File: src/rtl/mips_muldiv_if.sv
// Bus between the MIPS core and its multiply/divide unit: issue request,
// HI/LO move-to writes, status flags and the HI/LO read values.
interface mips_muldiv_if #(
  parameter int width = 32
);
  logic             start;
  logic [1:0]       op;
  logic [width-1:0] op_a;
  logic [width-1:0] op_b;
  logic             mthi_en;
  logic             mtlo_en;
  logic [width-1:0] wr_data;
  logic             busy;
  logic             done;
  logic             div_by_zero;
  logic [width-1:0] hi;
  logic [width-1:0] lo;

  // Core side: issues operations and moves, reads results.
  modport master (
    output start, op, op_a, op_b, mthi_en, mtlo_en, wr_data,
    input  busy, done, div_by_zero, hi, lo
  );

  // Unit side: owns HI/LO and the status flags.
  modport slave (
    input  start, op, op_a, op_b, mthi_en, mtlo_en, wr_data,
    output busy, done, div_by_zero, hi, lo
  );
endinterface

File: src/rtl/mips_muldiv_unit.sv
// Iterative MULT/MULTU/DIV/DIVU sequencer owning the MIPS HI/LO registers.
// Operands are reduced to magnitudes at issue, one shift-add or restoring
// divide step runs per cycle for `width` cycles, and a final FIX cycle
// applies the sign correction and commits HI/LO.
module mips_muldiv_unit #(
  parameter int width = 32
) (
  input logic          clk,
  input logic          rst,
  mips_muldiv_if.slave bus
);
  localparam int cnt_w = $clog2(width);
  localparam logic [cnt_w-1:0] last_iter = cnt_w'(width - 1);

  typedef enum logic [1:0] {
    IDLE = 2'd0,
    RUN  = 2'd1,
    FIX  = 2'd2
  } state_t;

  state_t           state;
  logic [cnt_w-1:0] cnt;
  logic             is_div;      // latched op[1]
  logic             neg_a;       // dividend / multiplicand was negative (signed ops only)
  logic             neg_b;
  logic [width-1:0] opnd;        // |a| for multiply, |b| (divisor) for divide
  logic [width-1:0] acc_hi;      // partial product high half / running remainder
  logic [width-1:0] acc_lo;      // multiplier bits / dividend bits becoming quotient
  logic [width-1:0] hi_reg;
  logic [width-1:0] lo_reg;
  logic             busy_reg;
  logic             done_reg;
  logic             dbz_reg;

  logic             sign_a_in;
  logic             sign_b_in;
  logic [width-1:0] abs_a_in;
  logic [width-1:0] abs_b_in;
  logic [width:0]   mul_sum;
  logic [width:0]   div_shift;
  logic [width-1:0] div_diff;
  logic             div_ge;
  logic [2*width-1:0] prod_fix;
  logic [width-1:0] quo_fix;
  logic [width-1:0] rem_fix;

  // Two's-complement negate when requested.
  function automatic logic [width-1:0] cond_neg(input logic [width-1:0] v, input logic neg);
    cond_neg = neg ? -v : v;
  endfunction

  assign bus.busy        = busy_reg;
  assign bus.done        = done_reg;
  assign bus.div_by_zero = dbz_reg;
  assign bus.hi          = hi_reg;
  assign bus.lo          = lo_reg;

  // Issue-time magnitudes, per-iteration step arithmetic and final sign fix-up.
  always_comb begin
    sign_a_in = ~bus.op[0] & bus.op_a[width-1];
    sign_b_in = ~bus.op[0] & bus.op_b[width-1];
    abs_a_in  = cond_neg(bus.op_a, sign_a_in);
    abs_b_in  = cond_neg(bus.op_b, sign_b_in);

    // Shift-add: add multiplicand to the high half when the current multiplier bit is set.
    mul_sum   = {1'b0, acc_hi} + {1'b0, (acc_lo[0] ? opnd : {width{1'b0}})};

    // Restoring divide: bring down the next dividend bit and try to subtract the divisor.
    // When the subtraction succeeds the difference is below the divisor, so the low
    // width bits of the shifted value minus the divisor give it exactly.
    div_shift = {acc_hi, acc_lo[width-1]};
    div_diff  = div_shift[width-1:0] - opnd;
    div_ge    = (div_shift >= {1'b0, opnd});

    if (neg_a ^ neg_b) begin
      prod_fix = -{acc_hi, acc_lo};
    end else begin
      prod_fix = {acc_hi, acc_lo};
    end
    quo_fix = cond_neg(acc_lo, neg_a ^ neg_b);
    // Remainder follows the dividend sign; with a zero divisor the remainder
    // register ends up holding |a|, so this restores the original dividend.
    rem_fix = cond_neg(acc_hi, neg_a);
  end

  // Sequencer FSM with registered HI/LO, busy, done and divide-by-zero flag.
  always_ff @(posedge clk or posedge rst) begin
    if (rst) begin
      state    <= IDLE;
      cnt      <= {cnt_w{1'b0}};
      is_div   <= 1'b0;
      neg_a    <= 1'b0;
      neg_b    <= 1'b0;
      opnd     <= {width{1'b0}};
      acc_hi   <= {width{1'b0}};
      acc_lo   <= {width{1'b0}};
      hi_reg   <= {width{1'b0}};
      lo_reg   <= {width{1'b0}};
      busy_reg <= 1'b0;
      done_reg <= 1'b0;
      dbz_reg  <= 1'b0;
    end else begin
      done_reg <= 1'b0;
      case (state)
        IDLE: begin
          if (bus.start) begin
            // Start takes priority over any simultaneous HI/LO move.
            is_div   <= bus.op[1];
            neg_a    <= sign_a_in;
            neg_b    <= sign_b_in;
            acc_hi   <= {width{1'b0}};
            if (bus.op[1]) begin
              acc_lo <= abs_a_in;
              opnd   <= abs_b_in;
            end else begin
              acc_lo <= abs_b_in;
              opnd   <= abs_a_in;
            end
            cnt      <= {cnt_w{1'b0}};
            busy_reg <= 1'b1;
            dbz_reg  <= 1'b0;
            state    <= RUN;
          end else begin
            if (bus.mthi_en) begin
              hi_reg <= bus.wr_data;
            end else begin
              hi_reg <= hi_reg;
            end
            if (bus.mtlo_en) begin
              lo_reg <= bus.wr_data;
            end else begin
              lo_reg <= lo_reg;
            end
          end
        end
        RUN: begin
          if (is_div) begin
            if (div_ge) begin
              acc_hi <= div_diff;
              acc_lo <= {acc_lo[width-2:0], 1'b1};
            end else begin
              acc_hi <= div_shift[width-1:0];
              acc_lo <= {acc_lo[width-2:0], 1'b0};
            end
          end else begin
            acc_hi <= mul_sum[width:1];
            acc_lo <= {mul_sum[0], acc_lo[width-1:1]};
          end
          cnt <= cnt + {{(cnt_w-1){1'b0}}, 1'b1};
          if (cnt == last_iter) begin
            state <= FIX;
          end else begin
            state <= RUN;
          end
        end
        FIX: begin
          if (is_div) begin
            hi_reg <= rem_fix;
            if (opnd == {width{1'b0}}) begin
              lo_reg  <= {width{1'b1}};
              dbz_reg <= 1'b1;
            end else begin
              lo_reg  <= quo_fix;
              dbz_reg <= 1'b0;
            end
          end else begin
            {hi_reg, lo_reg} <= prod_fix;
            dbz_reg          <= 1'b0;
          end
          done_reg <= 1'b1;
          busy_reg <= 1'b0;
          cnt      <= {cnt_w{1'b0}};
          state    <= IDLE;
        end
        default: begin
          state    <= IDLE;
          busy_reg <= 1'b0;
          cnt      <= {cnt_w{1'b0}};
        end
      endcase
    end
  end
endmodule

File: src/flat_wrapper.sv
// flat-port wrapper written by rule: the top's interface ports become plain ports
module mips_muldiv_unit_flat 
#(
  parameter int width = 32
)
  (clk, rst, bus_start, bus_op, bus_op_a, bus_op_b, bus_mthi_en, bus_mtlo_en, bus_wr_data, bus_busy, bus_done, bus_div_by_zero, bus_hi, bus_lo);
  mips_muldiv_if #(.width(width)) bus_i ();
  input logic clk;
  input logic rst;
  input wire logic [$bits(bus_i.start)-1:0] bus_start;
  input wire logic [$bits(bus_i.op)-1:0] bus_op;
  input wire logic [$bits(bus_i.op_a)-1:0] bus_op_a;
  input wire logic [$bits(bus_i.op_b)-1:0] bus_op_b;
  input wire logic [$bits(bus_i.mthi_en)-1:0] bus_mthi_en;
  input wire logic [$bits(bus_i.mtlo_en)-1:0] bus_mtlo_en;
  input wire logic [$bits(bus_i.wr_data)-1:0] bus_wr_data;
  output wire logic [$bits(bus_i.busy)-1:0] bus_busy;
  output wire logic [$bits(bus_i.done)-1:0] bus_done;
  output wire logic [$bits(bus_i.div_by_zero)-1:0] bus_div_by_zero;
  output wire logic [$bits(bus_i.hi)-1:0] bus_hi;
  output wire logic [$bits(bus_i.lo)-1:0] bus_lo;
  assign bus_i.start = bus_start;
  assign bus_i.op = bus_op;
  assign bus_i.op_a = bus_op_a;
  assign bus_i.op_b = bus_op_b;
  assign bus_i.mthi_en = bus_mthi_en;
  assign bus_i.mtlo_en = bus_mtlo_en;
  assign bus_i.wr_data = bus_wr_data;
  assign bus_busy = bus_i.busy;
  assign bus_done = bus_i.done;
  assign bus_div_by_zero = bus_i.div_by_zero;
  assign bus_hi = bus_i.hi;
  assign bus_lo = bus_i.lo;
  mips_muldiv_unit #(.width(width)) u_core (.clk(clk), .rst(rst), .bus(bus_i));
endmodule
File: config.mk
export PLATFORM = sky130hd
export DESIGN_NAME = mips_muldiv_unit_flat
export DESIGN_NICKNAME = d
export VERILOG_FILES = /design/src/rtl/mips_muldiv_if.sv /design/src/rtl/mips_muldiv_unit.sv /design/src/flat_wrapper.sv
export SDC_FILE = /design/constraint.sdc
export NUM_CORES = 1
export LEC_CHECK = 0
export CELL_PAD_IN_SITES_DETAIL_PLACEMENT = 0
export CELL_PAD_IN_SITES_GLOBAL_PLACEMENT = 1
export CORE_UTILIZATION = 25
export DETAILED_ROUTE_END_ITERATION = 7
export DONT_BUFFER_PORTS = 1
export PLACE_DENSITY = 0.45
export SLEW_MARGIN = 20
export SYNTH_ARGS = -nofsm -noshare
export SYNTH_HDL_FRONTEND = slang
export SYNTH_SLANG_ARGS = --single-unit
File: constraint.sdc
create_clock -name clk -period 8.35 [get_ports clk]
set_input_delay 1.67 -clock clk [delete_from_list [all_inputs] [get_ports clk]]
set_output_delay 1.67 -clock clk [all_outputs]
set_load 0.01 [all_outputs]
==> results.py, run 1 <==
metrics = {
    "yosys": {
        "ys_ff_latch": 173,
        "synth_cell_type_count": 79,
        "synth_edf_count": 0,
        "synth.avg_cell_area_um2": 7.85,
        "yosys_warnings": 0,
        "async_flop_share": 1.00,
        "postSynthCellCount": 1907,
        "syn_area_um2": 15000,
        "ys_seq_area_frac": 0.289,
        "synth_flop_cell": "dfrtp_1",
        "synth_fp_nets": 2082,
    },
    "floorplanning": {
        "die_h_um": 247,
        "initial_core_util": 0.253,
        "rows": 89,
        "ios": 170,
        "core_area_um2": 59100,
        "fp.dieArea_um2": 60900,
        "die_w_um": 247,
    },
    "layout": {
        "syn2layout_area_growth_pct": 8.80,
        "fillers": 6388,
        "drive_gt1_frac": 0.0563,
        "nets": 2008,
    },
    "run_status": {
        "status": "complete, but fails checks",
        "violations": "DRC",
    },
    "sta": {
        "hold_viol": 0,
        "fin_skew_ps": 13.6,
        "relSlewSlack": 0.230,
        "setup_slack_ps": 3810,
        "rsz0062_at_grt": "no",
        "post-route-period-util": 0.544,
        "clock.fmax_mhz": 220,
        "worst_pin_slew_ps": 1150,
        "setup_tns_ps": 0,
        "whs_ps": 492,
        "period_needed_ps": 4540,
        "slew_viol_final": 0,
        "setup_viol": 0,
    },
    "pwr": {
        "switchingPower_uw": 4210,
        "intPower_uw": 3690,
        "peakVddDrop_mv": 0.140,
        "p_seq_frac": 0.261,
        "clkPwrFrac": 0.105,
        "power_leakage_uw": 0.00631,
        "p_sw_frac": 0.533,
        "power.density_nw_per_um2": 485,
        "combPwrFrac": 0.635,
    },
    "routing": {
        "post-route-drc-count": 76,
        "viasPerCell": 5.40,
        "routedWlPerCell_um": 24.8,
        "drt_iter0_markers": 979,
        "drtPass1Iterations": 7,
        "route.vias.total": 14164,
        "postRouteAntennaNets": 0,
        "routed_wl_um": 65000,
    },
    "worst_setup_path": {
        "ff2ff_setup_slack_ps": 3810,
        "worstSetupPathType": "reg2reg",
        "critPathCaptureType": "register",
        "crit_path_top_delay_cell": "o31ai_2",
        "critPathMaxStageDelay_ps": 560,
        "reg2reg_to": "u_core.acc_hi[29]$_DFFE_PP0P_",
        "cp-start-kind": "register",
        "critical_path_buf_inv_count": 1,
        "path_max_fanout": 15,
        "arrival_ps": 4940,
        "worstRegToRegCells": 12,
        "cp_cell_sequence": "inv_1, nor2_1, ha_1, o211ai_1, a211oi_1, nor2_1, o31ai_2, o21ai_1, o311a_1, or4b_1, a31o_1, o211ai_1",
        "crit_required_ps": 8750,
        "r2r_start": "u_core.acc_lo[0]$_DFFE_PP0P_",
        "crit_family": "compound AO/OA/AOI/OAI gates",
    },
    "hold_path": {
        "hp-start": "u_core.opnd[15]$_DFFE_PP0P_",
        "hold_path_depth": 2,
        "hold_path.class": "reg2reg",
        "min_delay_worst_endpoint": "u_core.opnd[15]$_DFFE_PP0P_",
    },
    "global_route": {
        "globalRouteOverflowTotal": 0,
        "antenna_found_initial": 0,
        "grt_pass1_wl_um": 94500,
        "grt_pass1_vias": 13613,
        "grt_util_all_layers": 0.213,
        "grt_max_degree": 105,
    },
    "cts": {
        "cts_setup_buffers": 0,
        "cts_buffer_depth": 2,
        "cts.htree.levels": 4,
        "clk_pin_slew_worst_paths_ps": 70,
        "cts_resized": 0,
        "cts_buffers": 17,
        "hold_buffers": 0,
        "insertion_delay_ps": 500,
        "cts_sinks": 173,
        "root_buffer": "clkbuf_16",
        "cts_tree": "yes",
    },
    "placement": {
        "dp_hpwl_um": 50900,
        "gp_congestion": 0.826,
        "pre_cts_ws_ps": 3860,
        "port_buffers": 0,
    },
    "run": {
        "drv_cap": 0,
    },
}
[cell usage in the layout (no fill, tap or decap), drive strengths merged, types with 18 or more instances in the layout]
| cell type | count |
|---|---|
| a21oi | 203 |
| a211oi | 22 |
| or3 | 18 |
| nor2 | 233 |
| o21ai | 180 |
| nand3 | 27 |
| xnor2 | 98 |
| nor4 | 19 |
| nand2 | 171 |
| ha | 70 |
| clkbuf | 21 |
| nand2b | 19 |
| o31ai | 27 |
| a22oi | 19 |
| o211ai | 26 |
| xor2 | 74 |
| inv | 59 |
| mux2i | 57 |
| dfrtp | 173 |
| or4 | 20 |
| o22a | 20 |
| buf | 21 |
| nor3 | 43 |
[kinds of logic after synthesis]
| logic type | after synthesis | synth area share |
|---|---|---|
| multiplexers | 67 | 0.0459 |
| buffers and inverters | 172 | 0.0443 |
| flip-flops | 173 | 0.289 |
| AND/OR/NAND/NOR | 614 | 0.192 |
| XOR/XNOR | 172 | 0.101 |
| adder cells (fa/ha/maj) | 72 | 0.0612 |
| AO/OA/AOI/OAI | 637 | 0.267 |
[power by group through the flow]
stage                     Combinational, uW  Clock [uW]  Sequential (uW)
after floorplan                        3800           0             1690
after detailed placement               5010           0             2080
after global placement                 5030           0             2070
after CTS                              5040         855             2060
after global routing                   5590         878             2130
final                                  5010         826             2060
[worst max path at each step]
stage | start | to | cells after the start
after global routing | u_core.acc_lo[0]$_DFFE_PP0P_ | u_core.acc_hi[29]$_DFFE_PP0P_ | 12
after global placement | u_core.acc_lo[0]$_DFFE_PP0P_ | u_core.acc_hi[29]$_DFFE_PP0P_ | 12
after floorplan | rst | u_core.acc_hi[0]$_DFFE_PP0P_ | 1
after CTS | u_core.acc_lo[0]$_DFFE_PP0P_ | u_core.acc_hi[29]$_DFFE_PP0P_ | 12
after detailed placement | bus_op_b[8] | u_core.acc_lo[29]$_DFFE_PP0P_ | 7
final | u_core.acc_lo[0]$_DFFE_PP0P_ | u_core.acc_hi[29]$_DFFE_PP0P_ | 12
[synthesized netlist by cell type (all sizes together), types with 22 or more instances]
master / count / area [um^2]
mux2i: 57 / 571
inv: 58 / 218
nand2: 171 / 642
a211oi: 22 / 165
xnor2: 98 / 858
o211ai: 26 / 195
o21ai: 180 / 905
nor3: 43 / 231
nand3: 27 / 135
nor2: 233 / 875
a21oi: 203 / 1020
xor2: 74 / 648
o31ai: 27 / 221
clkbuf: 96 / 360
dfrtp: 173 / 4330
ha: 70 / 876
[metrics by stage]
step / cells / total power (uW) / util / area, um^2
after floorplan: 1907 / 5480 / - / 15000
after global placement: 2587 / 7100 / 0.266 / 15700
after detailed placement: 2587 / 7090 / 0.266 / 15700
after CTS: 2619 / 7960 / 0.275 / 16300
after global routing: 2619 / 8600 / 0.275 / 16300
final: 2622 / 7900 / 0.276 / 16300
[worst reg2reg max path, delay by kind of cell (launching register included)]
kind | cells | cell delay [ps]
compound gates | 7 | 2350
fa+ha+maj | 1 | 380
buf+inv | 1 | 480
flops | 1 | 500
simple gates | 3 | 760
[metal layers]
layer  vias to the layer above  global-route usage  part of all wire
li1                       6785                   -                 -
met1                      6994               0.293              0.47
met2                       338               0.343              0.47
met3                        47              0.0369             0.047
met4                         0              0.0528             0.016
met5                         -                   0                 0
[layout make-up]
class	instances	area [um^2]	share of cell area
well taps	773	967	0.0594
repair buffers	21	158	0.00968
inverters	58	225	0.0138
multi-input cells	1562	10000	0.616
clock buffers	21	460	0.0283
clock inverters	11	109	0.00668
diodes	3	7.51	0.000461
flip-flops and latches	173	4330	0.266
Note: power is estimated with default switching activity, not from simulation.
==> run 2, diff against run 1 <==
- PLACE_DENSITY: 0.45 -> 0.46
- clock period: 8.35 -> 3.7 ns (I/O delays scaled with it)
==> results.py, run 2 (same netlist as run 1, synthesis figures left out) <==
metrics = {
    "worst_setup_path": {
        "cp-start-kind": "register",
        "arrival_ps": 3930,
        "worstRegToRegCells": 17,
        "critPathMaxStageDelay_ps": 470,
        "worstSetupPathType": "reg2reg",
        "path_max_fanout": 11,
        "critPathCaptureType": "register",
        "crit_required_ps": 4110,
        "crit_path_top_delay_cell": "or4b_1",
        "cpMostUsedCell": "buf_4",
        "cp_cell_sequence": "buf_4, inv_1, buf_12, nor2_1, ha_1, o211ai_1, a211oi_2, buf_4, nor2_2, o31ai_2, buf_4, o21ai_1, buf_4, o311a_1, or4b_1, a31o_1, o211ai_1",
    },
    "layout": {
        "fillers": 6383,
        "nets": 2132,
        "fin_util": 0.294,
        "mostFrequentLayoutCells": "227 x nor2_1, 203 x a21oi_1, 172 x dfrtp_1",
        "drive_gt1_frac": 0.119,
        "syn2layout_area_growth_pct": 15.9,
        "final_common_cell": "nor2_1",
        "finalNonFillerCells": 2746,
    },
    "global_route": {
        "grt_pass1_wl_um": 98000,
        "grt_max_degree": 94,
        "antenna_found_initial": 2,
        "grt_util_all_layers": 0.222,
        "grt_pass1_vias": 14195,
        "globalRouteOverflowTotal": 0,
    },
    "cts": {
        "root_buffer": "clkbuf_16",
        "insertion_delay_ps": 500,
        "clk_pin_slew_worst_paths_ps": 70,
        "cts.htree.levels": 4,
        "cts_buffer_depth": 2,
        "cts_sinks": 173,
        "cts_buffers": 17,
        "cts_tree": "yes",
    },
    "floorplanning": {
        "initial_core_util": 0.253,
        "rows": 89,
        "fp.dieArea_um2": 60900,
        "ios": 170,
        "core_area_um2": 59100,
        "die_w_um": 247,
        "die_h_um": 247,
    },
    "placement": {
        "pre_cts_ws_ps": -6.13,
        "gp_congestion": 0.859,
        "placed_cells": 2711,
        "port_buffers": 0,
        "dp_hpwl_um": 54700,
    },
    "sta": {
        "relSlewSlack": 0.338,
        "worst_pin_slew_ps": 987,
        "setup_slack_ps": 179,
        "hold_viol": 0,
        "fin_skew_ps": 13.3,
        "setup_viol": 0,
        "rsz0062_at_grt": "no",
        "slew_viol_final": 0,
        "period_needed_ps": 3520,
        "post-route-period-util": 0.952,
        "clock.fmax_mhz": 284,
        "whs_ps": 196,
    },
    "routing": {
        "drt_iter0_markers": 1011,
        "post-route-drc-count": 72,
        "route.vias.total": 14475,
        "viasPerCell": 5.27,
        "drtPass1Iterations": 8,
        "postRouteAntennaNets": 0,
        "routed_wl_um": 67800,
        "routedWlPerCell_um": 24.7,
    },
    "hold_path": {
        "hold_path.class": "in2async",
    },
    "pwr": {
        "power_leakage_uw": 0.00697,
        "clkPwrFrac": 0.105,
        "combPwrFrac": 0.682,
        "peakVddDrop_mv": 0.369,
        "switchingPower_uw": 9960,
        "intPower_uw": 9360,
        "power.density_nw_per_um2": 1110,
        "p_seq_frac": 0.213,
        "p_sw_frac": 0.516,
        "power_uw": 19300,
    },
    "run": {
        "drv_cap": 0,
    },
    "run_status": {
        "status": "complete, but fails checks",
        "violations": "DRC",
    },
}
run 2: power groups by stage:
| stage | logic [uW] | registers [uW] | clock network [uW] |
|---|---|---|---|
| 2_1_floorplan | 8570 | 3800 | 0 |
| 3_3_place_gp | 13200 | 4140 | 0 |
| 3_5_place_dp | 13100 | 4160 | 0 |
| 4_1_cts | 13200 | 4120 | 2090 |
| 5_1_grt | 14500 | 4230 | 2160 |
| 6_report | 13200 | 4110 | 2030 |
run 2: final cells by class:
cell class | count | area (um^2) | area share
repair buffers | 145 | 1150 | 0.0665
flip-flops and latches | 173 | 4330 | 0.250
multi-input cells | 1562 | 10100 | 0.579
clock buffers | 19 | 443 | 0.0255
diodes | 3 | 7.51 | 0.000432
well taps | 773 | 967 | 0.0557
inverters | 58 | 221 | 0.0128
clock inverters | 13 | 178 | 0.0102
run 2: final timing paths:
| path | startpoint | endpoint | slack, ps |
|---|---|---|---|
| worst max-delay path | u_core.acc_lo[0]$_DFFE_PP0P_ | u_core.acc_hi[29]$_DFFE_PP0P_ | 180 |
| worst min-delay path | rst | u_core.bus.lo[9]$_DFFE_PP0P_ | 200 |
| worst max register to register | u_core.acc_lo[0]$_DFFE_PP0P_ | u_core.acc_hi[29]$_DFFE_PP0P_ | 180 |
| worst min register to register | u_core.opnd[15]$_DFFE_PP0P_ | u_core.opnd[15]$_DFFE_PP0P_ | 490 |
| max in group asynchronous | rst | u_core.acc_hi[20]$_DFFE_PP0P_ | 2620 |
| min in group clk | bus_wr_data[29] | u_core.bus.hi[29]$_DFFE_PP0P_ | 390 |
run 2: stage by stage:
step	area [um^2]	TNS [ps]
final	17400	0
after global routing	17400	0
after CTS	17300	0
after detailed placement	16700	-6.13
after global placement	16700	-2.64
after floorplan	15000	0
run 2: layer usage:
layer,vias up,wire length [um],global-route usage
met5,-,13,0
met4,2,1550,0.0663
met3,60,3330,0.0385
met2,370,31600,0.357
met1,7024,31300,0.299
li1,7019,-,-
run 2: critical path: cells and delay by family, from the launching register on:
kind,cells,cell delay (ps)
AOI/OAI and AO/OA,7,1350
DFF,1,370
adders and majority gates,1,310
and+or+nand+nor,3,560
buffers and inverters,6,850
run 2: repair_timing:
item,CTS,global route
hold buffers,0,0
gates resized for setup,1,8
setup endpoints to repair,1,2
buffers inserted,0,0
